**src/rtl/dbg_pkg.sv**
```systemverilog
// Shared constants, FSM state type and snapshot layout for the EX/MEM debug reader.
// Define DBG_FRAME_CHECKSUM_EN to append an XOR checksum byte to every dump frame.
package dbg_pkg;

  localparam logic [7:0] CMD_RUN  = 8'h63;
  localparam logic [7:0] CMD_STEP = 8'h73;
  localparam logic [7:0] CMD_DUMP = 8'h64;
  localparam logic [7:0] CMD_HALT = 8'h68;

  localparam logic [7:0] FRAME_HDR_DEF = 8'hA5;

`ifdef DBG_FRAME_CHECKSUM_EN
  localparam int FRAME_LEN = 13;
`else
  localparam int FRAME_LEN = 12;
`endif

  localparam int IDX_W = 4;

  typedef enum logic [1:0] {
    ST_IDLE,
    ST_RUN,
    ST_STEP,
    ST_DUMP
  } state_e;

  typedef struct packed {
    logic [31:0] alu;
    logic [31:0] wr_data;
    logic [4:0]  addr_dest;
    logic [2:0]  mem;
    logic [1:0]  wb;
    logic        zero;
    logic [5:0]  opcode;
  } snap_t;

endpackage

```
**src/rtl/dbg_frame_shifter.sv**
```systemverilog
// Snapshot registers and byte sequencer for one EX/MEM dump frame.
// With DBG_FRAME_CHECKSUM_EN defined a trailing XOR byte of bytes 1..11 is emitted.
module dbg_frame_shifter
  import dbg_pkg::*;
#(
  parameter logic [7:0] FRAME_HDR = FRAME_HDR_DEF
) (
  input  logic       clk,
  input  logic       reset,
  input  logic       load,
  input  logic       advance,
  input  snap_t      snap_in,
  output logic [7:0] byte_out,
  output logic       last
);

  snap_t            snap_q, snap_d;
  logic [IDX_W-1:0] idx_q, idx_d;

  assign last = (idx_q == IDX_W'(FRAME_LEN - 1));

  always_comb begin
    snap_d = snap_q;
    idx_d  = idx_q;
    if (load) begin
      snap_d = snap_in;
      idx_d  = '0;
    end else if (advance) begin
      idx_d = last ? '0 : idx_q + IDX_W'(1);
    end
  end

  always_ff @(posedge clk or posedge reset) begin
    if (reset) begin
      snap_q <= '0;
      idx_q  <= '0;
    end else begin
      snap_q <= snap_d;
      idx_q  <= idx_d;
    end
  end

`ifdef DBG_FRAME_CHECKSUM_EN
  logic [7:0] csum;
  assign csum = snap_q.alu[31:24] ^ snap_q.alu[23:16] ^ snap_q.alu[15:8] ^ snap_q.alu[7:0]
              ^ snap_q.wr_data[31:24] ^ snap_q.wr_data[23:16]
              ^ snap_q.wr_data[15:8] ^ snap_q.wr_data[7:0]
              ^ {3'b000, snap_q.addr_dest}
              ^ {snap_q.mem, snap_q.wb, snap_q.zero, 2'b00}
              ^ {2'b00, snap_q.opcode};
`endif

  // Byte order is MSB first within each multi-byte field.
  always_comb begin
    byte_out = 8'h00;
    case (idx_q)
      4'd0:  byte_out = FRAME_HDR;
      4'd1:  byte_out = snap_q.alu[31:24];
      4'd2:  byte_out = snap_q.alu[23:16];
      4'd3:  byte_out = snap_q.alu[15:8];
      4'd4:  byte_out = snap_q.alu[7:0];
      4'd5:  byte_out = snap_q.wr_data[31:24];
      4'd6:  byte_out = snap_q.wr_data[23:16];
      4'd7:  byte_out = snap_q.wr_data[15:8];
      4'd8:  byte_out = snap_q.wr_data[7:0];
      4'd9:  byte_out = {3'b000, snap_q.addr_dest};
      4'd10: byte_out = {snap_q.mem, snap_q.wb, snap_q.zero, 2'b00};
      4'd11: byte_out = {2'b00, snap_q.opcode};
`ifdef DBG_FRAME_CHECKSUM_EN
      4'd12: byte_out = csum;
`endif
      default: byte_out = 8'h00;
    endcase
  end

endmodule

```
**src/rtl/dbg_exmem_reader.sv**
```systemverilog
// Debug command FSM: drives pipeline clock-enable for run/step and streams EX/MEM dumps.
// Frame length follows DBG_FRAME_CHECKSUM_EN (see dbg_pkg).
module dbg_exmem_reader
  import dbg_pkg::*;
#(
  parameter logic [7:0] FRAME_HDR = FRAME_HDR_DEF
) (
  input  logic        clk,
  input  logic        reset,
  input  logic        cmd_valid,
  input  logic [7:0]  cmd_byte,
  output logic        cmd_ready,
  input  logic        pc_end,
  input  logic [31:0] exmem_alu,
  input  logic [31:0] exmem_wr_data,
  input  logic [4:0]  exmem_addr_dest,
  input  logic [2:0]  exmem_mem,
  input  logic [1:0]  exmem_wb,
  input  logic        exmem_zero,
  input  logic [5:0]  exmem_opcode,
  output logic        db_ena,
  output logic        tx_valid,
  output logic [7:0]  tx_byte,
  input  logic        tx_ready,
  output logic        busy
);

  // Handshakes: a transfer happens on the posedge where valid && ready are both high;
  // the sender holds its payload stable until then, and ready never depends on valid.

  state_e state_q, state_d;
  logic   db_ena_q, db_ena_d;
  logic   busy_q, busy_d;
  logic   tx_valid_q, tx_valid_d;
  logic   cmd_ready_q, cmd_ready_d;
  logic   load, advance, last;
  logic [7:0] shift_byte;
  snap_t  snap_in;

  assign snap_in = {exmem_alu, exmem_wr_data, exmem_addr_dest,
                    exmem_mem, exmem_wb, exmem_zero, exmem_opcode};

  dbg_frame_shifter #(.FRAME_HDR(FRAME_HDR)) u_shifter (
    .clk      (clk),
    .reset    (reset),
    .load     (load),
    .advance  (advance),
    .snap_in  (snap_in),
    .byte_out (shift_byte),
    .last     (last)
  );

  always_comb begin
    state_d = state_q;
    load    = 1'b0;
    advance = 1'b0;
    case (state_q)
      ST_IDLE: begin
        if (cmd_valid) begin
          if (cmd_byte == CMD_RUN) begin
            state_d = ST_RUN;
          end else if (cmd_byte == CMD_STEP) begin
            state_d = ST_STEP;
          end else if (cmd_byte == CMD_DUMP) begin
            load    = 1'b1;
            state_d = ST_DUMP;
          end
        end
      end
      ST_RUN: begin
        if (pc_end || (cmd_valid && cmd_byte == CMD_HALT)) state_d = ST_IDLE;
      end
      ST_STEP: state_d = ST_IDLE;
      ST_DUMP: begin
        if (tx_ready) begin
          advance = 1'b1;
          if (last) state_d = ST_IDLE;
        end
      end
      default: state_d = ST_IDLE;
    endcase

    // Outputs are registered from the next state so nothing reaches a port combinationally.
    db_ena_d    = (state_d == ST_RUN) || (state_d == ST_STEP);
    busy_d      = (state_d != ST_IDLE);
    tx_valid_d  = (state_d == ST_DUMP);
    cmd_ready_d = (state_d == ST_IDLE) || (state_d == ST_RUN);
  end

  always_ff @(posedge clk or posedge reset) begin
    if (reset) begin
      state_q     <= ST_IDLE;
      db_ena_q    <= 1'b0;
      busy_q      <= 1'b0;
      tx_valid_q  <= 1'b0;
      cmd_ready_q <= 1'b1;
    end else begin
      state_q     <= state_d;
      db_ena_q    <= db_ena_d;
      busy_q      <= busy_d;
      tx_valid_q  <= tx_valid_d;
      cmd_ready_q <= cmd_ready_d;
    end
  end

  assign db_ena    = db_ena_q;
  assign busy      = busy_q;
  assign tx_valid  = tx_valid_q;
  assign cmd_ready = cmd_ready_q;
  assign tx_byte   = tx_valid_q ? shift_byte : 8'h00;

endmodule

```
**config.mk**
```make
export PLATFORM = sky130hd
export DESIGN_NAME = dbg_exmem_reader
export DESIGN_NICKNAME = d
export VERILOG_FILES = /design/src/rtl/dbg_pkg.sv /design/src/rtl/dbg_frame_shifter.sv /design/src/rtl/dbg_exmem_reader.sv
export SDC_FILE = /design/constraint.sdc
export NUM_CORES = 1
export LEC_CHECK = 0
export CAP_MARGIN = 10
export CORE_MARGIN = 2
export CORE_UTILIZATION = 45
export DETAILED_ROUTE_END_ITERATION = 10
export GPL_TIMING_DRIVEN = 1
export MAX_ROUTING_LAYER = met4
export PLACE_DENSITY = 0.86
export SYNTH_ARGS = -nofsm -noshare
export SYNTH_HDL_FRONTEND = slang
export SYNTH_HIERARCHICAL = 1
export SYNTH_SLANG_ARGS = --single-unit
```
**constraint.sdc**
```tcl
create_clock -name clk -period 2.7 [get_ports clk]
set_clock_uncertainty 0.1 [all_clocks]
set_input_delay 0.54 -clock clk [delete_from_list [all_inputs] [get_ports clk]]
set_output_delay 0.54 -clock clk [all_outputs]
set_load 0.01 [all_outputs]
```
==> results of run 1 <==
-- power groups by stage --
| stage | clock network [mW] | registers (mW) | logic (mW) |
|---|---|---|---|
| final | 1.13 | 1.45 | 0.253 |
| after global routing | 1.21 | 1.46 | 0.274 |
| after CTS | 1.15 | 1.45 | 0.257 |
| after detailed placement | 0 | 1.48 | 0.253 |
| after global placement | 0 | 1.48 | 0.248 |
| after floorplan | 0 | 1.47 | 0.0882 |
-- logic make-up (layout without fill, tap and decap cells) --
kind of cell | Yosys count | count (layout) | synth area share (%)
buffers and inverters | 34 | 170 | 4.90
multiplexers | 96 | 96 | 24.0
adder cells (fa/ha/maj) | 6 | 6 | 1.69
AO/OA/AOI/OAI | 64 | 64 | 11.0
AND/OR/NAND/NOR | 54 | 54 | 7.18
flip-flops | 91 | 91 | 51.3
-- final cells by class --
class | count | area share, %
repair buffers | 144 | 22.4
inverters | 11 | 0.886
multi-input cells | 220 | 33.3
well taps | 133 | 2.68
flip-flops and latches | 91 | 36.7
clock inverters | 4 | 1.57
clock buffers | 11 | 2.44
-- layer usage --
layer	vias to the layer above	global-route usage, %	routed length [um]
met4	0	9.21	225
met2	117	38.4	5680
met5	-	-	0
li1	1527	-	-
met1	1647	27.0	4630
met3	20	3.49	588
-- path summary, 6_finish.rpt --
| check | from | end | slack [ns] | cells past startpoint |
|---|---|---|---|---|
| hold reg to reg | u_shifter/snap_q[21] | u_shifter/snap_q[21] | 0.39 | 1 |
| min in group clk | u_shifter/snap_q[21] | u_shifter/snap_q[21] | 0.39 | 1 |
| setup reg to reg | u_shifter/idx_q[2] | db_ena | 0.71 | 9 |
| hold / removal | reset | db_ena | 0.37 | 2 |
| max in group asynchronous | reset | u_shifter/idx_q[1] | 1.53 | 3 |
| setup / recovery | u_shifter/idx_q[0] | tx_byte[1] | -0.13 | 8 |
-- per-stage QoR --
step                total power [mW]  hold slack, ns  cells  setup WS (ns)
global route                    2.94           0.396    614         -0.186
global placement                1.72           0.368    589         -0.126
detailed placement              1.73           0.376    589         -0.199
finish                          2.84           0.367    614         -0.127
floorplan                       1.55           0.230    345          0.395
CTS                             2.86           0.371    614         -0.124
-- sequential cells by signal, summed over array words and instances, names as in the netlist --
signal / flops
busy: 1
cmd_ready: 1
db_ena: 1
state_q: 2
tx_valid: 1
u_shifter/idx_q: 4
u_shifter/snap_q: 81
-- cell usage after synthesis, drive strengths merged --
cell	count	share of area (%)
mux2i	12	2.7
a31oi	2	0.28
o22ai	4	0.56
and3b	1	0.20
and3	1	0.14
and2	9	1.3
nor4b	1	0.20
nand3b	1	0.17
a211oi	1	0.28
o211ai	4	0.79
nor2b	4	0.79
mux2	84	21
a221o	1	0.23
o32a	1	0.23
a21boi	1	0.17
o22a	1	0.20
nand2b	3	0.42
a22o	8	1.6
dfrtp	90	51
nor3	1	0.23
a221oi	3	0.87
and4b	2	0.45
or3	1	0.14
dfstp	1	0.59
buf	22	3.8
nand2	13	1.1
a222oi	2	0.45
a32oi	3	0.59
inv	11	0.99
clkbuf	1	0.084
ha	6	1.7
nand3	5	0.56
nor2	8	0.68
a311oi	2	0.39
or2	2	0.28
a21oi	12	1.4
o32ai	4	0.96
o31a	1	0.20
o21ai	9	1.0
a22oi	5	0.84
nor3b	1	0.28
nor4	1	0.28
-- worst reg2reg max path: stages, from the launching register on --
cell and delay [ns]:
dfrtp_2 0.47, buf_4 0.17, nor2b_4 0.17, buf_4 0.16, nand2_1 0.08, inv_1 0.08
nand3_1 0.09, nand3_1 0.15, o22ai_1 0.11, ha_1 0.30
-- what timing repair did --
action,4_1_cts,5_1_grt
resized for setup,65,8
setup endpoints to repair,8,8
setup buffers,9,0
hold buffers,0,0
gates cloned,1,0
pin swaps,17,9
==> results.tsv, run 1 <==
metric	value	unit
status	finished with violations	
violations	setup timing	
clk_path_buf_depth	2	
area_delta_synth_final	39.8	%
multi_input_area	2070	sq um
fin_crit	2.83	ns
worst-path-buf-inv	3	
hold_class	in -> async	
grt_remaining_overflow	0	
ir_worst_vdd	251	uV
ant_nets	0	
cp.arrival	2.19	ns
cp_cell_sequence	inv_4 > ha_4 > buf_6 > a22oi_1 > a311oi_1 > a221o_1 > and2_1 > buf_2	
fin_crit_sh	105	%
synth_area	4440	sq um
ys_seq_elements	91	
leakagePower	2.83	nW
finalHoldViolCount	0	
dp_hpwl	7990	um
syn_area_per_cell	12.9	sq um
seq_area_frac_synth	51.3	%
mostFrequentLayoutCell	clkdlybuf4s50_1	
seqCellArea	2280	sq um
cts_buffers	9	
rows	36	
clkPwrFrac	39.9	%
syn_nets	445	
path_class	reg -> out	
fin_tns_setup	-0.502	ns
initial_core_util	45.9	%
final_nets	577	
relSlewSlack	67.8	%
routedWlPerCell	18.1	um
cp_slowest_stage_delay	0.47	ns
gp_congestion	0.866	
required	2.06	ns
clkTransAtPathRegs	0.09	ns
drtIter0Drc	163	
antenna_cells	0	
slowest_stage	dfrtp_2	
antenna_found_initial	0	
htreeDepth	3	
port_buffers	105	
clk_latency	0.37	ns
die_width	103	um
routed_wl	11100	um
clockRootBuffer	clkbuf_8	
ioPinCount	106	
p_comb_share	8.9	%
yosysWarnings	6	
fillers	733	
crit_family	compound AO/OA/AOI/OAI gates	
drt_first_pass_iters	4	
crit_fanout	5	
clock-sinks	91	
placed_area	5770	sq um
grt_pass1_wl	17400	um
die_area	10700	sq um
cts_tree	done	
finalMaxSlewViolations	0	
grt_pass1_vias	3494	
core	9680	sq um
ys_types	53	
vias	3311	
pwr-share-seq	51.2	%
max_freq	354	MHz
final-setup-viol-count	6	
grt_max_degree	86	
rsz0062_at_grt	yes	
power_density	457	nW/um^2
drc	0	
grt_usage	22.6	%
fin_area	6210	sq um
cp-start-kind	flop	
die-height	103	um
critPathCaptureType	output pin	
p_int	2.25	mW
cap_viol_max_count	0	
final_cell_mix	clkdlybuf4s50_1, dfrtp_1, mux2_2	
swShare	20.7	%
post-route-worst-setup-slack	-0.127	ns
worst_slew_pin_slew	0.483	ns
vias_per_cell	5.39	
power.switching	588	uW
drive_gt1_share	30.1	%
syn_inst	345	
final_core_util	64.2	%
Power figures use the tool's default switching activity.
==> run 2: changes to the inputs <==
CTS_CLUSTER_DIAMETER = 50   (was default)
MAX_ROUTING_LAYER = default   (was met4)
==> run 2 against run 1 <==
  * The flow still finishes with violations (setup timing)
  * Design area increased by 1.1%
  * Wire length rose by 4.9%
  * Critical path depth up 2
  * Critical path type unchanged
  * Critical endpoint is now tx_byte[7]
  * Largest cell class unchanged
==> results.tsv, run 2 (synthesis gave the netlist of run 1 again) <==
metric	value	unit	change
clockRootBuffer	clkbuf_8		
grt_max_degree	37		-57%
fin_tns_setup	-0.755	ns	-0.253 ns
largest_reg_flops	81		unchanged
finalHoldViolCount	0		unchanged
relSlewSlack	54.8	%	-13 points
critPathCaptureType	output pin		
gp_congestion	0.840		-3.0%
worst_slew_pin_slew	0.677	ns	+0.194 ns
rrSetupSlack	0.73	ns	+0.02 ns
final_nets	579		+0.35%
dp_hpwl	8130	um	+1.8%
max_freq	351	MHz	-0.77%
mostFrequentLayoutCell	clkdlybuf4s50_1		
reg.largest.list	u_shifter/snap_q x81, u_shifter/idx_q x4, state_q x2		
final-setup-viol-count	7		+1
largest-register	u_shifter/snap_q		
die_area	10700	sq um	unchanged
fin_crit_sh	106	%	+0.81 points
port_buffers	105		unchanged
hold_slack	0.367	ns	+0.000107 ns
required	2.06	ns	about the same
drt_first_pass_iters	5		+1
vias	3391		+2.4%
htreeDepth	3		unchanged
rows	36		unchanged
leakagePower	2.83	nW	+0.24%
drtIter0Drc	174		+6.7%
violations	setup timing		
die-height	103	um	unchanged
cts_tree	done		
grt_pass1_vias	3534		+1.1%
crit_fanout	5		unchanged
grt_pass1_wl	18200	um	+4.1%
final_cell_mix	clkdlybuf4s50_1, dfrtp_1, mux2_2		
hold_class	in -> async		
routedWlPerCell	18.9	um	+4.3%
clkTransAtPathRegs	0.09	ns	about the same
clk_latency	0.37	ns	about the same
finalMaxSlewViolations	0		unchanged
rsz0062_at_grt	yes		
fin_cells	617		+0.49%
die_width	103	um	unchanged
antenna_found_initial	0		unchanged
post-place-ws	-0.141	ns	+0.0580 ns
ioPinCount	106		unchanged
post-route-worst-setup-slack	-0.149	ns	-0.0219 ns
core	9680	sq um	unchanged
clock-sinks	91		unchanged
drc	0		unchanged
power_density	429	nW/um^2	-6.0%
cp_slowest_stage_delay	0.42	ns	-0.05 ns
fin_crit	2.85	ns	+0.0219 ns
ir_worst_vdd	231	uV	-8.1%
antenna_cells	0		unchanged
ant_nets	0		unchanged
status	finished with violations		
area_delta_synth_final	41.4	%	
path_class	reg -> out		
postCtsHoldBufs	0		unchanged
initial_core_util	45.9	%	unchanged
cap_viol_max_count	0		unchanged
post-place-cells	588		-0.17%
clk_path_buf_depth	2		unchanged
grt_usage	23.1	%	+0.44 points
vias_per_cell	5.50		+1.9%
cp-start-kind	flop		
slowest_stage	dfrtp_1		
drive_gt1_share	31.4	%	+1.3 points
routed_wl	11700	um	+4.9%
final_core_util	64.9	%	+0.72 points
cts_buffers	9		unchanged
grt_remaining_overflow	0		unchanged
cp_cell_sequence	buf_6 > inv_6 > ha_4 > buf_4 > buf_4 > a32oi_1 > o22ai_1 > or2_1 > and2_4 > buf_6		
cp.arrival	2.21	ns	+0.02 ns
[run 2: changes by cell type in the layout (fill, tap and decap cells not counted), moves of 2 or more]
cell	previous run	this run
a22oi_1	4	2
a22oi_2	1	3
buf_12	4	8
buf_4	24	26
buf_6	11	6
bufinv_16	3	1
mux2i_4	0	2
[run 2: layout make-up]
class | instances | area (sq um)
clock buffers | 13 | 169
clock inverters | 3 | 45.0
fillers | 711 | 3400
inverters | 11 | 52.6
multi-input cells | 220 | 2090
flip-flops and latches | 91 | 2280
well taps | 133 | 166
repair buffers | 146 | 1480
[run 2: critical path: cells and delay by family (launching register included)]
kind | cells | cell delay [ns]
buffers and inverters | 5 | 0.55
DFF | 1 | 0.42
and+or+nand+nor | 2 | 0.38
AOI/OAI and AO/OA | 2 | 0.31
adders and majority gates | 1 | 0.17
[run 2: where the power goes]
part | leakage (nW) | switching, mW | total, mW | internal (mW)
clock network | 0.102 | 0.475 | 0.979 | 0.504
registers | 1.24 | 0.0380 | 1.46 | 1.42
logic | 1.49 | 0.0853 | 0.262 | 0.177
total | 2.83 | 0.599 | 2.70 | 2.10
[run 2: path summary, 6_finish.rpt]
kind | endpoint | depth (start not counted) | start
hold / removal | tx_valid | 2 | reset
hold reg to reg | u_shifter/snap_q[40] | 1 | u_shifter/snap_q[40]
max in group asynchronous | u_shifter/idx_q[3] | 3 | reset
setup reg to reg | db_ena | 7 | u_shifter/idx_q[2]
min in group clk | u_shifter/snap_q[40] | 1 | u_shifter/snap_q[40]
setup / recovery | tx_byte[7] | 10 | u_shifter/idx_q[1]
[run 2: timing repair]
action                                  CTS  global route
setup buffers                            10             2
gates resized for setup                  58            18
pin swaps                                15             9
gates cloned                              0             1
endpoints found under the setup margin    8             8
[run 2: layer usage]
layer | GRT usage, % | wire, um
met3 | 5.11 | 731
met5 | 0 | 0
met1 | 28.0 | 4570
met4 | 12.2 | 489
met2 | 38.4 | 5880
[run 2: metrics by stage]
step | total power, mW | area [sq um]
floorplan | 1.55 | 4450
global placement | 1.73 | 5780
detailed placement | 1.74 | 5780
CTS | 2.71 | 6170
global route | 2.80 | 6280
finish | 2.70 | 6280
